$ cat src/rtl/cpu_pkg.sv
// Shared widths, register control codes and ALU op bundle for the CPU datapath.
package cpu_pkg;

  localparam int unsigned DW     = 16;
  localparam int unsigned AW     = 11;
  localparam int unsigned OPW    = 4;
  localparam int unsigned OP_LSB = AW;
  localparam int unsigned OP_MSB = OP_LSB + OPW - 1;

  localparam logic [2:0] CTL_HOLD = 3'b000;
  localparam logic [2:0] CTL_INC  = 3'b001;
  localparam logic [2:0] CTL_CLR  = 3'b010;
  localparam logic [2:0] CTL_LOAD = 3'b100;

  localparam logic [1:0] DRSRC_PC  = 2'b00;
  localparam logic [1:0] DRSRC_MEM = 2'b01;
  localparam logic [1:0] DRSRC_AC  = 2'b10;

  // Field order is also the selection priority, highest first.
  typedef struct packed {
    logic add;
    logic sub;
    logic drtac;
    logic op_and;
    logic op_or;
    logic op_xor;
    logic com;
    logic shl;
    logic shr;
  } alu_ops_t;

endpackage

$ cat src/rtl/datapath_alu.sv
// Combinational ALU: priority-selected result for AC plus the carry/link update.
module datapath_alu
  import cpu_pkg::*;
(
  input  logic [DW-1:0] i_ac,
  input  logic [DW-1:0] i_dr,
  input  logic          i_e,
  input  alu_ops_t      i_ops,
  output logic [DW-1:0] o_result,
  output logic          o_e_next,
  output logic          o_e_upd,
  output logic          o_op_err
);

  logic [DW:0] w_sum;
  logic [DW:0] w_diff;

  assign w_sum    = {1'b0, i_ac} + {1'b0, i_dr};
  // Carry out of AC + ~DR + 1 is the "no borrow" flag.
  assign w_diff   = {1'b0, i_ac} + {1'b0, ~i_dr} + (DW+1)'(1);
  assign o_op_err = ($countones(i_ops) != 1);

  always_comb begin
    o_result = i_ac;
    o_e_next = i_e;
    o_e_upd  = 1'b0;
    if (i_ops.add) begin
      o_result = w_sum[DW-1:0];
      o_e_next = w_sum[DW];
      o_e_upd  = 1'b1;
    end else if (i_ops.sub) begin
      o_result = w_diff[DW-1:0];
      o_e_next = w_diff[DW];
      o_e_upd  = 1'b1;
    end else if (i_ops.drtac) begin
      o_result = i_dr;
    end else if (i_ops.op_and) begin
      o_result = i_ac & i_dr;
    end else if (i_ops.op_or) begin
      o_result = i_ac | i_dr;
    end else if (i_ops.op_xor) begin
      o_result = i_ac ^ i_dr;
    end else if (i_ops.com) begin
      o_result = ~i_ac;
    end else if (i_ops.shl) begin
      o_result = {i_ac[DW-2:0], i_e};
      o_e_next = i_ac[DW-1];
      o_e_upd  = 1'b1;
    end else if (i_ops.shr) begin
      o_result = {i_e, i_ac[DW-1:1]};
      o_e_next = i_ac[0];
      o_e_upd  = 1'b1;
    end
  end

endmodule

$ cat src/rtl/cpu_datapath.sv
// Register datapath of the microprogrammed CPU: AC, DR, AR, PC, E, ALU and
// the control-legality flag fed back to the sequencer.
module cpu_datapath
  import cpu_pkg::*;
(
  input  logic           clk,
  input  logic           reset,
  input  logic [2:0]     AC_control,
  input  logic [2:0]     DR_control,
  input  logic [2:0]     AR_control,
  input  logic [2:0]     PC_control,
  input  logic           ADD,
  input  logic           DRTAC,
  input  logic           SUB,
  input  logic           OR,
  input  logic           AND,
  input  logic           XOR,
  input  logic           COM,
  input  logic           SHL,
  input  logic           SHR,
  input  logic [1:0]     DR_mux,
  input  logic           AR_mux,
  input  logic           MEM_wen,
  input  logic           HALT,
  input  logic [DW-1:0]  mem_rdata,
  output logic [AW-1:0]  mem_addr,
  output logic [DW-1:0]  mem_wdata,
  output logic           mem_we,
  output logic           I,
  output logic [OPW-1:0] OPCode,
  output logic           S,
  output logic           Z,
  output logic           E,
  output logic           ctrl_err
);

  logic [DW-1:0] r_ac, r_dr, w_ac_nxt, w_dr_nxt, w_alu_res;
  logic [AW-1:0] r_ar, r_pc, w_ar_nxt, w_pc_nxt;
  logic          r_e, r_ctrl_err, w_e_nxt, w_err_nxt;
  logic          w_alu_e, w_alu_e_upd, w_alu_err;
  alu_ops_t      w_ops;

  assign w_ops = alu_ops_t'({ADD, SUB, DRTAC, AND, OR, XOR, COM, SHL, SHR});

  datapath_alu u_alu (
    .i_ac     (r_ac),
    .i_dr     (r_dr),
    .i_e      (r_e),
    .i_ops    (w_ops),
    .o_result (w_alu_res),
    .o_e_next (w_alu_e),
    .o_e_upd  (w_alu_e_upd),
    .o_op_err (w_alu_err)
  );

  // Next-state for every register; all sources are pre-edge values.
  always_comb begin
    w_ac_nxt  = r_ac;
    w_dr_nxt  = r_dr;
    w_ar_nxt  = r_ar;
    w_pc_nxt  = r_pc;
    w_e_nxt   = r_e;
    w_err_nxt = 1'b0;
    if (!HALT) begin
      case (AC_control)
        CTL_LOAD: begin
          if (w_alu_err) w_err_nxt = 1'b1;
          if (w_ops != '0) begin
            w_ac_nxt = w_alu_res;
            if (w_alu_e_upd) w_e_nxt = w_alu_e;
          end
        end
        CTL_CLR:  w_ac_nxt = '0;
        CTL_INC:  w_ac_nxt = r_ac + DW'(1);
        CTL_HOLD: ;
        default:  w_err_nxt = 1'b1;
      endcase

      case (DR_control)
        CTL_LOAD: begin
          case (DR_mux)
            DRSRC_PC:  w_dr_nxt = DW'(r_pc);
            DRSRC_MEM: w_dr_nxt = mem_rdata;
            DRSRC_AC:  w_dr_nxt = r_ac;
            default:   w_err_nxt = 1'b1;
          endcase
        end
        CTL_CLR:  w_dr_nxt = '0;
        CTL_INC:  w_dr_nxt = r_dr + DW'(1);
        CTL_HOLD: ;
        default:  w_err_nxt = 1'b1;
      endcase

      case (AR_control)
        CTL_LOAD: w_ar_nxt = AR_mux ? r_dr[AW-1:0] : r_pc;
        CTL_CLR:  w_ar_nxt = '0;
        CTL_INC:  w_ar_nxt = r_ar + AW'(1);
        CTL_HOLD: ;
        default:  w_err_nxt = 1'b1;
      endcase

      case (PC_control)
        CTL_LOAD: w_pc_nxt = r_ar;
        CTL_CLR:  w_pc_nxt = '0;
        CTL_INC:  w_pc_nxt = r_pc + AW'(1);
        CTL_HOLD: ;
        default:  w_err_nxt = 1'b1;
      endcase
    end
  end

  always_ff @(posedge clk or negedge reset) begin
    if (!reset) begin
      r_ac       <= '0;
      r_dr       <= '0;
      r_ar       <= '0;
      r_pc       <= '0;
      r_e        <= 1'b0;
      r_ctrl_err <= 1'b0;
    end else begin
      r_ac       <= w_ac_nxt;
      r_dr       <= w_dr_nxt;
      r_ar       <= w_ar_nxt;
      r_pc       <= w_pc_nxt;
      r_e        <= w_e_nxt;
      r_ctrl_err <= w_err_nxt;
    end
  end

  assign mem_addr  = r_ar;
  assign mem_wdata = r_dr;
  assign mem_we    = MEM_wen & ~HALT;
  assign I         = r_dr[DW-1];
  assign OPCode    = r_dr[OP_MSB:OP_LSB];
  assign S         = r_ac[DW-1];
  assign Z         = (r_ac == '0);
  assign E         = r_e;
  assign ctrl_err  = r_ctrl_err;

endmodule
$ cat config.mk
export PLATFORM = sky130hd
export DESIGN_NAME = cpu_datapath
export DESIGN_NICKNAME = d
export VERILOG_FILES = /design/src/rtl/cpu_pkg.sv /design/src/rtl/datapath_alu.sv /design/src/rtl/cpu_datapath.sv
export SDC_FILE = /design/constraint.sdc
export NUM_CORES = 1
export LEC_CHECK = 0
export ABC_AREA = 1
export ABC_CLOCK_PERIOD_IN_PS = 5500
export CAP_MARGIN = 0
export CORE_ASPECT_RATIO = 0.7
export CORE_MARGIN = 2
export CORE_UTILIZATION = 45
export DETAILED_ROUTE_END_ITERATION = 8
export PLACE_DENSITY = 0.7
export SLEW_MARGIN = 20
export SYNTH_ARGS = -nofsm -noshare
export SYNTH_HDL_FRONTEND = slang
export SYNTH_SLANG_ARGS = --single-unit
export TNS_END_PERCENT = 10
$ cat constraint.sdc
create_clock -name clk -period 5.5 [get_ports clk]
set_input_delay 1.1 -clock clk [delete_from_list [all_inputs] [get_ports clk]]
set_output_delay 1.1 -clock clk [all_outputs]
set_load 0.01 [all_outputs]
==> results.md <==
* Status: finished clean
* DRC Markers at 0
* Setup bufs post-CTS at 0
* Synth area leader: dfrtp_1
* Ys flop type: dfrtp_1
* Syn Inst Count at 1221
* DR vias at 8847
* Pin count of the biggest net entering global routing at 57
* GRT Total Usage at 0.315
* CTS H-tree lvls at 2
* Clk pwr share at 0.098
* Vias in the first global route at 7718
* CTS Hold Bufs at 0
* Pwr dens at 419 mW/mm²
* Gate power share at 0.672
* Fin crit share at 0.789
* Clock Latency Late Sink at 0.31 ns
* Synth Area in Simple Gates at 0.313
* Count leader, synth: nand2_1
* Clock sinks at 56
* Routability cong. at 0.971
* Total clock buffers created by CTS at 5
* Layout Utilization at 0.524
* Grt total ovfl at 0
* Async set or reset register ratio after synthesis at 1.00
* CP Max Fanout at 27
* Worst setup SP type: input pin
* Initial antenna violation count at 0
* Max clock buf depth at 2
* Slew Viols, Final at 0
* Critical path capture point type: flop
* Io pins at 81
* Seq/Total Area, Yosys at 0.185
* RR Startpoint: r_ac[13]
* R2R setup slack at 2.52 ns
* Top-area cell type share of the netlist area at 0.185
* Top cells by count, synth: nand2_1, inv_1, nor2_1
* Setup TNS at 0 ns
* CTS root buffer: clkbuf_16
* Port bufs at 80
* Clock Pin Slew Worst Setup and Hold Paths at 0.08 ns
* Reg2reg end: E
* Max Cap Violations at 0
* DP Wirelength at 22300 µm
* Largest family of logic cells by synthesized area: simple AND/OR/NAND/NOR gates
* Synth Area in Compound Gates at 0.247
* Required @ worst endpoint at 5.67 ns
* Die area at 0.0179 mm²
* WL/cell at 19.1 µm
* FF-to-FF path depth at 10
* Antenna fix cells at 0
* Hold Path Class: flop to flop
* Beginning of the worst hold path: mem_addr[3]
* Die height at 113 µm
* Sw Ratio at 0.568
* Via/cell ratio at 5.95
* Setup crit start: SHL
* Unique masters post-synth at 53
* Final hold violations at 0
* Initial DRC count at 1266
* Max frequency at 230 MHz
* Fin nets at 1378
* RSZ-0062 raised after global routing: false
* Global-route wire length before repair at 44600 µm
* Syn. warnings at 0
* Core area at 0.0164 mm²
* Worst Tran Pin Value at 1.06 ns
* DR pass1 iterations at 6
* Die width at 159 µm
* Final wirelength at 28400 µm
* Slew margin rel. at 0.292
* Hold Crit Depth at 2
* Max VDD drop at 0.245 mV
* CTS tree: yes
* Post-layout minimum cycle time at 4.34 ns
* NetSw at 2040 µW
* Initial Util at 0.462
* Area delta synth->final at 13.5%
* EDFF count, synth at 0
* Post-synthesis mux area share at 0
* Synth Cell Area at 0.00757 mm²
* Critical path type: input pin to flop
* Ranking of synthesized cells by area: dfrtp_1, nand2_1, ha_1, a21oi_1, inv_1
* Layout cells sized above 1 at 0.0412
* CTS resizes at 0
* Cell internal pwr at 1550 µW
* Mapped Avg Cell Area at 6.20 µm²
* Antenna-violating nets left at 0
* Worst Hold Path EP: mem_addr[3]
* Clock Skews at 0.00868 ns
* Syn_nets at 1338
* FF+latch count, synth at 56
* Post-synthesis xor/xnor area fraction at 0.0127
* Sequential power share at 0.229
* Setup violators final at 0
* Row cnt at 39
* Synth Area in Adders at 0.128
* Crit path DAT at 4.52 ns
* Leakage Power at 0.00401 µW
[cells by family (layout without fill, tap and decap cells)]
group	after synthesis	count (layout)
AND/OR/NAND/NOR	551	551
AO/OA/AOI/OAI	321	321
buffers and inverters	209	250
adder cells (fa/ha/maj)	73	73
flip-flops	56	56
XOR/XNOR	11	11
[critical path, cell delays in order]
cell and delay, ns:
clkdlybuf4s50_1 0.47, buf_4 0.26, inv_1 0.24, ha_1 0.34
inv_1 0.05, fa_1 0.46, fa_1 0.52, inv_1 0.04
ha_1 0.19, fa_1 0.43, nor2_1 0.10, nand3_1 0.08
o211ai_1 0.10, a41oi_1 0.11
[worst max path at each step]
stage / to / slack, ns / cells after the start
after global placement: ctrl_err / 0.90 / 14
final: ctrl_err / 1.16 / 14
after global routing: ctrl_err / 0.95 / 14
after detailed placement: ctrl_err / 0.89 / 14
after CTS: ctrl_err / 1.16 / 14
after floorplan: ctrl_err / 1.53 / 14
[flip-flops by register name, indices dropped and copies added, names as in the netlist]
register,count
r_ac,16
r_pc,11
E,1
ctrl_err,1
mem_wdata,16
mem_addr,11
[stage by stage]
stage                     cell area, µm²  total power [µW]  hold slack [ns]  worst slack [ns]  cells
after detailed placement            8440              3160            0.567             0.888   1479
after global routing                8590              3890            0.616             0.946   1487
final                               8590              3590            0.584              1.16   1487
after global placement              8440              3160            0.522             0.905   1479
after floorplan                     7570              2360            0.504              1.53   1221
after CTS                           8590              3520            0.585              1.16   1487
[routing by layer]
layer  global-route usage  share of wire  vias to the layer above
li1                     -              -                     4175
met4               0.0636          0.017                        0
met1                0.504           0.47                     4085
met2                0.432           0.39                      550
met3               0.0588           0.12                       37
met5                    0              0                        -
[area by class of cell]
cell class                 instances  area (µm²)
tap                              225         282
clock buffer                       7         143
fill                            1782        7810
inverter                         149         562
clock inverter                     1        7.51
multi-input combinational        956        5300
sequential                        56        1400
timing repair buffer              93         893
[power groups by stage]
stage	Clock, µW	Combinational, µW	Sequential [µW]
4_1_cts	349	2360	813
6_report	353	2420	825
2_1_floorplan	0	1650	718
3_5_place_dp	0	2340	819
3_3_place_gp	0	2340	819
5_1_grt	365	2680	844
[placed cells by master, fill, tap and decap left out, types with 7 or more instances in the layout]
master / netlist / layout
nand2_1: 273 / 273
inv_1: 140 / 140
nor2_1: 117 / 117
a21oi_1: 114 / 114
o21ai_0: 100 / 100
nand3_1: 99 / 99
clkdlybuf4s50_1: 0 / 79
ha_1: 66 / 66
dfrtp_1: 56 / 56
o211ai_1: 27 / 27
nor3_1: 24 / 24
a31oi_1: 20 / 20
a22oi_1: 16 / 16
nand4_1: 14 / 14
buf_4: 8 / 13
xor2_1: 10 / 10
a221oi_1: 8 / 8
or2_2: 7 / 7
fa_1: 7 / 7
Note: power is estimated with default switching activity, not from simulation.
